`src/rtl/pe_mac_psum.sv`:
```
// -----------------------------------------------------------------------------
// pe_mac_psum
//   Multiply-accumulate front end of a processing element. One job per start
//   pulse: filt_len+1 signed ifmap/weight pairs are multiplied and summed into
//   a wide accumulator. The formatted result goes to the partial-sum
//   scratchpad as a single psum_wr strobe, followed by a one-cycle done pulse.
//
//   Pipeline: the beat accepted at one edge is multiplied into prod_q. It is
//   added to acc_q at the next edge. So after the last beat one DRAIN cycle
//   folds in the final product before EMIT presents the result.
//
//   Optional feature (compile-time macro):
//     PE_MAC_SATURATE_EN  - when defined, psum_data clamps acc to the signed
//                           DATA_W range. When undefined, psum_data is the
//                           low DATA_W bits of acc, which wraps in two's
//                           complement. FSM and timing are the same either way.
// -----------------------------------------------------------------------------
module pe_mac_psum #(
   parameter int DATA_W = 8,
   parameter int LEN_W  = 4,
   parameter int ACC_W  = 2*DATA_W + LEN_W
) (
   input  logic                     clk,
   input  logic                     rst,
   input  logic                     start,
   input  logic [LEN_W-1:0]         filt_len,
   input  logic                     in_valid,
   output logic                     in_ready,
   input  logic signed [DATA_W-1:0] ifmap,
   input  logic signed [DATA_W-1:0] weight,
   input  logic                     psum_full,
   output logic                     psum_wr,
   output logic [DATA_W-1:0]        psum_data,
   output logic                     busy,
   output logic                     done
);

   localparam int PROD_W = 2*DATA_W;

   typedef enum logic [1:0] {
      S_IDLE  = 2'd0,
      S_RUN   = 2'd1,
      S_DRAIN = 2'd2,
      S_EMIT  = 2'd3
   } state_t;

   state_t                    state_q;
   logic                      done_q;
   logic [LEN_W-1:0]          len_q;
   logic [LEN_W-1:0]          cnt_q,    cnt_d;
   logic signed [PROD_W-1:0]  prod_q,   prod_d;
   logic                      prod_v_q, prod_v_d;
   logic signed [ACC_W-1:0]   acc_q,    acc_d;
   logic signed [ACC_W-1:0]   prod_ext;

   logic job_start;   // start accepted this cycle (only honoured in IDLE)
   logic beat;        // ifmap/weight pair accepted this cycle
   logic last_beat;   // accepted pair is the final one of the job

   // in_ready depends on state only, so it never waits on in_valid.
   assign in_ready  = (state_q == S_RUN);
   assign busy      = (state_q != S_IDLE);
   assign psum_wr   = (state_q == S_EMIT) && !psum_full;
   assign done      = done_q;

   assign job_start = (state_q == S_IDLE) && start;
   assign beat      = in_valid && in_ready;
   assign last_beat = beat && (cnt_q == len_q);

   // Sign-extend the registered product to accumulator width.
   assign prod_ext  = {{(ACC_W-PROD_W){prod_q[PROD_W-1]}}, prod_q};

   // Control FSM: sequencing, job length latch and the registered done pulse.
   always_ff @(posedge clk or posedge rst) begin
      if (rst) begin
         state_q <= S_IDLE;
         len_q   <= '0;
         done_q  <= 1'b0;
      end else begin
         // NOTE: state uses non-blocking assignments, so every always block
         // in this file sees the values from before the edge, whatever
         // order the blocks run in.
         done_q <= 1'b0;
         case (state_q)
            S_IDLE: begin
               if (start) begin
                  len_q   <= filt_len;
                  state_q <= S_RUN;
               end
            end
            S_RUN: begin
               if (last_beat) begin
                  state_q <= S_DRAIN;
               end
            end
            S_DRAIN: begin
               // The final product is added to acc at this edge.
               state_q <= S_EMIT;
            end
            S_EMIT: begin
               if (!psum_full) begin
                  state_q <= S_IDLE;
                  done_q  <= 1'b1;
               end
            end
            default: begin
               state_q <= S_IDLE;
            end
         endcase
      end
   end

   // Datapath next state: beat counter, product register and accumulator.
   always_comb begin
      // NOTE: every signal gets a value before any branch, so no path can
      // leave one unassigned and infer a latch.
      cnt_d    = cnt_q;
      prod_d   = prod_q;
      prod_v_d = beat;
      acc_d    = acc_q;

      if (prod_v_q) begin
         acc_d = acc_q + prod_ext;
      end

      if (beat) begin
         prod_d = PROD_W'(ifmap) * PROD_W'(weight);
         cnt_d  = cnt_q + LEN_W'(1);
      end

      // A new job starts from a clean accumulator and counter.
      if (job_start) begin
         acc_d    = '0;
         cnt_d    = '0;
         prod_v_d = 1'b0;
      end
   end

   // Datapath registers.
   always_ff @(posedge clk or posedge rst) begin
      if (rst) begin
         // NOTE: the datapath registers are reset as well as the control
         // state. An aborted job then leaves no residue, and psum_data
         // reads 0 while reset is held.
         cnt_q    <= '0;
         prod_q   <= '0;
         prod_v_q <= 1'b0;
         acc_q    <= '0;
      end else begin
         cnt_q    <= cnt_d;
         prod_q   <= prod_d;
         prod_v_q <= prod_v_d;
         acc_q    <= acc_d;
      end
   end

`ifdef PE_MAC_SATURATE_EN
   localparam logic signed [ACC_W-1:0] SAT_MAX =
      {{(ACC_W-DATA_W+1){1'b0}}, {(DATA_W-1){1'b1}}};
   localparam logic signed [ACC_W-1:0] SAT_MIN =
      {{(ACC_W-DATA_W+1){1'b1}}, {(DATA_W-1){1'b0}}};

   // Output format: clamp the accumulator to the signed DATA_W range.
   always_comb begin
      if (acc_q > SAT_MAX) begin
         psum_data = SAT_MAX[DATA_W-1:0];
      end else if (acc_q < SAT_MIN) begin
         psum_data = SAT_MIN[DATA_W-1:0];
      end else begin
         psum_data = acc_q[DATA_W-1:0];
      end
   end
`else
   // Output format: keep the low DATA_W bits, which wrap in two's complement.
   always_comb begin
      psum_data = acc_q[DATA_W-1:0];
   end
`endif

endmodule
```
`config.mk`:
```
export PLATFORM = sky130hd
export DESIGN_NAME = pe_mac_psum
export DESIGN_NICKNAME = d
export VERILOG_FILES = /design/src/rtl/pe_mac_psum.sv
export SDC_FILE = /design/constraint.sdc
export NUM_CORES = 1
export LEC_CHECK = 0
export ABC_AREA = 1
export CORE_MARGIN = 10
export CORE_UTILIZATION = 58
export CTS_CLUSTER_DIAMETER = 30
export CTS_CLUSTER_SIZE = 40
export DETAILED_ROUTE_END_ITERATION = 10
export DONT_BUFFER_PORTS = 1
export GPL_TIMING_DRIVEN = 0
export PLACE_DENSITY = 0.72
export RECOVER_POWER = 100
export SLEW_MARGIN = 20
export SYNTH_ARGS = -nofsm -noshare
export SYNTH_HDL_FRONTEND = slang
export SYNTH_SLANG_ARGS = --single-unit
```
`constraint.sdc`:
```
create_clock -name clk -period 1.65 [get_ports clk]
set_input_delay 0.165 -clock clk [delete_from_list [all_inputs] [get_ports clk]]
set_output_delay 0.165 -clock clk [all_outputs]
set_load 0.005 [all_outputs]
```
# Word level (Yosys, flattened, before mapping)
# Index checks and enable logic that the tools add are counted.
# totals
input_bits,25
wordCells,39
out_inout_bits,12
ff_bits,48
# op_classes
n_reduce_logical,11
n_mux,11
n_eq_ne,7
n_mul,1
addsub,2
# ops
op,n
$mux 20,2
$add 20x16->20,1
$mul 8x8->16,1
$mux 4,2
$pmux 2 s4,1
$mux 2,3
$reduce_bool 2->1,3
$add 4x1->4 const B,1
$eq 2x2->1 const B,2
$eq 4x4->1,1
$logic_and 1x1->1,4
$ne 2x2->1 const B,2
$mux 1,3
$reduce_and 3->1,1
$eq 2x1->1 const B,1
$logic_not 2->1,1
$ne 2x1->1 const B,1
$reduce_and 2->1,1
$logic_not 1->1,1

# Longest topological paths before layout
# Gate-level depths: netlist (run 1).
# logic_depth
depth_word,5
ltp_mapped,24

# Worst setup path before layout (run 1)
# No wires, ideal clock.
# synth_timing
path_kind,in2reg
startpoint,input weight[0]
endpoint,register prod_q[7]
cell_stages,22
setup_time_ns,0.118
arrival_time_ns,3.161
path_slack_ns,-1.629
required_ns,1.532
path_cell_list,buf_4 nand2_1 inv_1 ha_1 fa_1 fa_1 inv_1 fa_1 inv_1 ha_1 nand2_1 nand2_1 nor2_1 inv_1 nand2_1 nand2_1 nand2_1 nand2_1 inv_1 nand2_1 nand3_1 nand2_1
# synth_via
elab_chain_cells,1
# synth_lines
element,line_no,text
"start, declared",30,"input logic signed [DATA_W-1:0] weight,"
$mul 8x8->16,127,prod_d = PROD_W'(ifmap) * PROD_W'(weight);
"end signal, assigned",151,prod_q <= prod_d;
"end, declared",51,"logic signed [PROD_W-1:0] prod_q, prod_d;"
# Every way passes these cells.
# A chain may end at the register's enable or synchronous reset.

# Final worst setup path (run 1)
# layout_timing
startpoint,input ifmap[3]
endpoint,register prod_q[7]
# layout_via
elab_chain_cells,1
# layout_lines
element,line_no,text
"start, declared",29,"input logic signed [DATA_W-1:0] ifmap,"
$mul 8x8->16,127,
# Every way passes these cells.

==> flow_summary.json, run 1 <==
{
  "cp-startpoint": "ifmap[3]",
  "syn_to_final_growth_pct": 25.23,
  "vias": 2236,
  "grt_usage": 0.1504,
  "hold_path.class": "input pin to flip-flop",
  "dr.first_iter.drc_count": 118,
  "met1_usage": 0.1757,
  "power.leakage_uw": 0.001803,
  "place_inst": 414,
  "critPathMostFrequentCell": "nand2_1",
  "ys_seq_area_frac": 0.2691,
  "numCtsBuffers": 3,
  "ir_worst_vdd_v": 0.0005968,
  "routabilityCongestion": 0.8279,
  "nets": 460,
  "crit_required_ns": 1.83,
  "clk_latency_ns": 0.28,
  "slew_headroom": 0.3600,
  "die_area_um2": 7569,
  "period_share": 1.807,
  "core_um2": 4354,
  "drive_gt1_frac": 0.2314,
  "wirelength_um": 5850,
  "max_cap_violations": 0,
  "p_int_uw": 2377,
  "switchingPower_uw": 1683,
  "grt_pass1_vias": 2149,
  "dp_hpwl_um": 4169,
  "report.final.slew_viol_count": 0,
  "drc": 0,
  "combPwrFrac": 0.568,
  "cts_sinks": 28,
  "status": "finished with violations",
  "finalCriticalPeriod_ns": 2.981,
  "drt-vias-per-instance": 5.070,
  "ios": 37,
  "synth_top_area_frac": 0.2691,
  "grt_overflow_total": 0,
  "violations": "negative setup slack",
  "worstMarginPinSlew_ns": 0.9542,
  "antenna_cells_inserted": 0,
  "p_seq_frac": 0.298,
  "yosys.area.top_type": "dfrtp_1",
  "end_kind": "flip-flop",
  "yosys_warnings": 0,
  "cp_slowest_cell": "fa_1",
  "n_fill_cell": 319,
  "first_pass_iters": 4,
  "busiest_layer": "met2",
  "port_buffers": 0,
  "dieHeight_um": 87,
  "report.power.total_uw": 4061,
  "whs_ns": 0.01065,
  "finalHoldViolations": 0,
  "cts_root_buffer": "clkbuf_8",
  "htreeDepth": 1,
  "grt_max_degree": 29,
  "synth_area_um2": 2604,
  "rsz0062_at_grt": "yes",
  "syn_nets": 432,
  "final_antenna_net_count": 0,
  "initial_utilization": 0.5980,
  "final-instance-count-excl-fill": 441,
  "avgSynthCellArea_um2": 7.193,
  "post_drt_wl_per_cell_um": 13.27,
  "grt_pass1_wl_um": 9404,
  "clk_pin_slew_ns": 0.10,
  "finalWorstSetupSlack_ns": -1.331,
  "die_w_um": 87,
  "ys_top_cells_by_area": "dfrtp_1 (27%), nand2_1 (18%), ha_1 (15%), inv_1 (11%), fa_1 (10%)",
  "cts_tree": "yes",
  "clock_path_buffers": 2,
  "switching_share": 0.4146,
  "synthCells": 362,
  "fin_worst_skew_ns": 0.001475,
  "antenna_found_initial": 0,
  "min_from": "filt_len[0]",
  "path_max_fanout": 5,
  "synth.distinct_cells": 23,
  "use_met3": 0.03184,
  "max_stage_delay_ns": 0.51,
  "rows": 24,
  "max_freq_ghz": 0.3354,
  "ys_seq_elements": 28,
  "finalSetupViolCount": 6,
  "worstPathCellList": "nand2_8, fa_2, inv_2, fa_1, fa_1, inv_1, fa_1, inv_2, ha_4, nand2_2, nand2_2, nor2_4, inv_2, nand2_2, nand2_1, nand2_1, nand2_1, inv_1, nand2_1, nand3_1, nand2_1",
  "power_density_nw_per_um2": 1245,
  "grtUsageMet2": 0.2658,
  "p_clk_frac": 0.134,
  "r2r-start": "acc_q[0]",
  "worstSetupPathType": "input pin to flip-flop",
  "cp.arrival_ns": 3.16,
  "worstSetupStartpointType": "input pin"
}
## placed cells by master (no fill, tap or decap), types with 4 or more instances in the layout
master,n
xor2_1,4
nand3_1,18
nand2_2,14
ha_4,14
nand2_4,5
nor2_1,11
dlygate4sd3_1,5
dfrtp_1,28
nand2_1,111
buf_6,7
inv_1,63
buf_4,9
ha_1,16
o21ai_0,13
fa_1,10
a21oi_1,5
inv_2,13
## cell families (layout without fill, tap and decap cells)
kind of cell             Yosys count  after routing  synth area share
AND/OR/NAND/NOR                  170            170            0.2691
buffers and inverters             86            113            0.1312
adder cells (fa/ha/maj)           45             45            0.2537
flip-flops                        28             28            0.2691
AO/OA/AOI/OAI                     26             26           0.05334
XOR/XNOR                           7              7           0.02355
## repair_timing
action / 4_1_cts / 5_1_grt
hold buffers: 4 / 1
resized for setup: 32 / 32
endpoints found under the setup margin: 14 / 16
hold endpoints to repair: 4 / 28
setup buffers: 9 / 9
pin swaps: 19 / 23
## power by group through the flow
stage	Combinational, µW	Clock [µW]	Sequential, µW
3_3_place_gp	1640	0	1180
2_1_floorplan	1400	0	1120
6_report	2310	545	1210
3_5_place_dp	1700	0	1190
4_1_cts	1990	546	1190
5_1_grt	2610	574	1250
## layout make-up
type | instances | area (µm²) | area share
Tap cell | 52 | 65.06 | 0.01995
Sequential cell | 28 | 700.7 | 0.2149
Buffer | 3 | 42.54 | 0.01305
Clock buffer | 3 | 41.29 | 0.01266
Timing Repair Buffer | 23 | 209.0 | 0.06408
Clock inverter | 1 | 30.03 | 0.009210
Multi-Input combinational cell | 248 | 1852 | 0.5679
Inverter | 83 | 320.3 | 0.09823
## path summary, 6_finish.rpt
| check | end | slack [ns] | depth (start not counted) |
|---|---|---|---|
| setup / recovery | prod_q[7] | -1.33 | 21 |
| hold / removal | len_q[0] | 0.01 | 2 |
| setup reg to reg | acc_q[6] | -0.09 | 11 |
| hold reg to reg | cnt_q[3] | 0.50 | 1 |
| max in group asynchronous | prod_q[5] | 0.79 | 2 |
| min in group asynchronous | state_q[1] | 0.42 | 2 |
## per-stage QoR
step           area [µm²]  setup WS [ns]  utilization  setup TNS [ns]
2_1_floorplan        2694         -1.499            -          -4.552
3_3_place_gp         2759         -1.728       0.6336          -6.101
3_5_place_dp         2759         -1.762       0.6336          -6.209
4_1_cts              3050         -1.403       0.7006          -4.518
5_1_grt              3261         -1.526       0.7489          -6.107
6_report             3261         -1.331       0.7489          -4.321
## cells in the mapped netlist
cell,count
ha_1,32
xor2_1,4
nand3b_1,1
nand3_1,18
inv_1,79
a32o_1,1
nand2_1,123
nor2_1,14
nor3_1,2
o21ai_0,16
xnor2_1,3
a21oi_1,8
dfrtp_1,28
inv_2,2
nand3_2,1
clkinv_1,2
buf_6,2
nand4_1,1
buf_4,1
a22o_1,1
nor2_2,2
fa_1,13
nand2_2,8
## critical path, delay by kind of cell
kind | cells | cell delay [ns]
buffers and inverters | 5 | 0.26
adders and majority gates | 5 | 2.06
and+or+nand+nor | 11 | 0.66
## routing by layer
metal  up-vias  part of all wire
met5         -                 0
met1      1046              0.42
met2        39              0.52
li1       1146                 -
met3         5             0.053
met4         0            0.0084
## sequential cells by signal (all words and copies together), names as in the netlist
name and flops:
cnt_q 4, acc_q 8, prod_q 8, len_q 4
prod_v_q 1, state_q 2, done 1
(Power assumes the default switching activity.)
==> inputs of run 2 (changes only) <==
- SETUP_SLACK_MARGIN: not set -> 0.5
==> run 2 against run 1 <==
  * The flow still finishes with violations (negative setup slack)
  * Combinational power up 17%
  * Clock power increased by 1%
  * First-iteration DRC count rose by 10%
  * Utilization is 5.0 points higher
  * Global-route usage up 0.94 points
  * Clock skew up 0.0065 ns
  * Die area unchanged
  * Critical endpoint unchanged
  * Largest cell class unchanged
==> flow_summary.json, run 2 (synthesis gave the netlist of run 1 again) <==
{
  "status": "finished with violations",
  "violations": "negative setup slack",
  "drc": 0,
  "die_area_um2": 7569,
  "worstSetupStartpointType": "input pin",
  "finalWorstSetupSlack_ns": -1.400,
  "cp_top_family": "adder cells",
  "ff2ff_setup_slack_ns": -0.27,
  "nets": 464,
  "numCtsBuffers": 3,
  "dp_hpwl_um": 4387,
  "worstMarginPinSlew_ns": 1.112,
  "crit_required_ns": 1.83,
  "final_antenna_net_count": 0,
  "period_share": 1.849,
  "combPwrFrac": 0.599,
  "rsz0062_at_grt": "yes",
  "antenna_cells_inserted": 0,
  "max_freq_ghz": 0.3278,
  "ir_worst_vdd_v": 0.0008892,
  "worstPathCellList": "nand2_2, fa_1, inv_2, ha_4, fa_1, inv_1, fa_1, inv_2, ha_4, nand2_1, nand2_1, nor2_2, inv_1, nand2_1, nand2_1, nand2_1, nand2_1, inv_1, nand2_1, nand3_1, nand2_1",
  "core_um2": 4354,
  "antenna_found_initial": 0,
  "fin_tns_setup_ns": -5.839,
  "finalHoldViolations": 0,
  "final_util": 0.7989,
  "p_seq_frac": 0.279,
  "critPathMostFrequentCell": "nand2_1",
  "cp_slowest_cell": "fa_1",
  "path_max_fanout": 4,
  "port_buffers": 0,
  "worstSetupPathType": "input pin to flip-flop",
  "grt_overflow_total": 0,
  "p_clk_frac": 0.122,
  "max_cap_violations": 0,
  "clk_latency_ns": 0.28,
  "p_int_uw": 2532,
  "grt_usage": 0.1598,
  "first_pass_iters": 4,
  "cp.arrival_ns": 3.24,
  "top_regs": "acc_q: 8 flops, prod_q: 8 flops",
  "multi_input_area_um2": 2012,
  "htreeDepth": 1,
  "dieHeight_um": 87,
  "rows": 24,
  "dr.first_iter.drc_count": 130,
  "max_stage_delay_ns": 0.58,
  "slew_headroom": 0.2578,
  "fin_worst_skew_ns": 0.007928,
  "grt_pass1_wl_um": 10060,
  "grt_max_degree": 29,
  "die_w_um": 87,
  "vias": 2343,
  "syn_to_final_growth_pct": 33.59,
  "report.final.slew_viol_count": 0,
  "power_density_nw_per_um2": 1297,
  "cts_root_buffer": "clkbuf_8",
  "drive_gt1_frac": 0.3333,
  "finalCriticalPeriod_ns": 3.050,
  "finalSetupViolCount": 17,
  "switchingPower_uw": 1978,
  "hold_path.class": "input pin to flip-flop",
  "clk_pin_slew_ns": 0.10,
  "clock_path_buffers": 2,
  "drt-vias-per-instance": 5.265,
  "seqCellArea_um2": 701.9,
  "whs_ns": 0.02040,
  "cts_sinks": 28,
  "mostFrequentLayoutCell": "nand2_1",
  "grt_pass1_vias": 2283,
  "dp_slack_ns": -1.776,
  "initial_utilization": 0.5980,
  "wirelength_um": 6556,
  "power.leakage_uw": 0.001844,
  "cts_tree": "yes",
  "routabilityCongestion": 0.8490,
  "worst-path-buf-inv": 5,
  "n_fill_cell": 289,
  "ios": 37,
  "post_drt_wl_per_cell_um": 14.73,
  "final_cell_mix": "nand2_1 (101), inv_1 (56), dfrtp_1 (27)",
  "switching_share": 0.4386,
  "end_kind": "flip-flop"
}
==> run 2: changes by cell type in the layout (fill, tap and decap cells not counted), moves of 3 or more <==
| cell | delta |
|---|---|
| nand2_2 | +11 |
| o21ai_1 | +7 |
| nor2_1 | -3 |
| nand3_1 | -3 |
| ha_4 | +6 |
| ha_1 | -5 |
| buf_4 | +3 |
| nand2_1 | -10 |
| o21ai_2 | +6 |
| inv_1 | -7 |
| inv_2 | +7 |
| o21ai_0 | -13 |
==> run 2: power groups by stage <==
stage / clock network (µW) / registers [µW] / logic, µW
finish: 551 / 1260 / 2700
global route: 583 / 1290 / 3030
CTS: 555 / 1240 / 2230
detailed placement: 0 / 1250 / 1970
global placement: 0 / 1250 / 1890
floorplan: 0 / 1180 / 1610
==> run 2: final cells by class <==
cell class,instances,area share
buffer,3,0.01331
clock buffer,3,0.01187
sequential,28,0.2018
inverter,83,0.09604
timing repair buffer,27,0.07122
multi-input combinational,248,0.5784
tap,52,0.01871
clock inverter,1,0.008633
==> run 2: worst paths after layout <==
path | depth (start not counted) | to | start
max | 21 | prod_q[7] | weight[4]
min in group asynchronous | 2 | done | rst
max in group asynchronous | 2 | state_q[0] | rst
max reg2reg | 7 | acc_q[4] | state_q[1]
min reg2reg | 2 | len_q[2] | len_q[2]
min | 2 | len_q[3] | filt_len[3]
==> run 2: through the flow <==
stage,instances,total power (µW),area (µm²)
floorplan,362,2786,2854
global placement,414,3133,2919
detailed placement,414,3221,2919
CTS,428,4028,3202
global route,445,4910,3478
finish,445,4510,3478
==> run 2: what timing repair did <==
action / 4_1_cts / 5_1_grt
gates resized for setup: 40 / 71
pin swaps: 17 / 38
endpoints found under the hold margin: 3 / 29
setup endpoints to repair: 29 / 30
gates cloned: 1 / 0
buffers inserted: 6 / 15
hold buffers: 3 / 2
==> run 2: layer usage <==
layer	part of all wire	GRT usage
met1	0.43	0.2050
met2	0.52	0.2738
met3	0.036	0.03558
met4	0.012	0.01767
met5	0	0
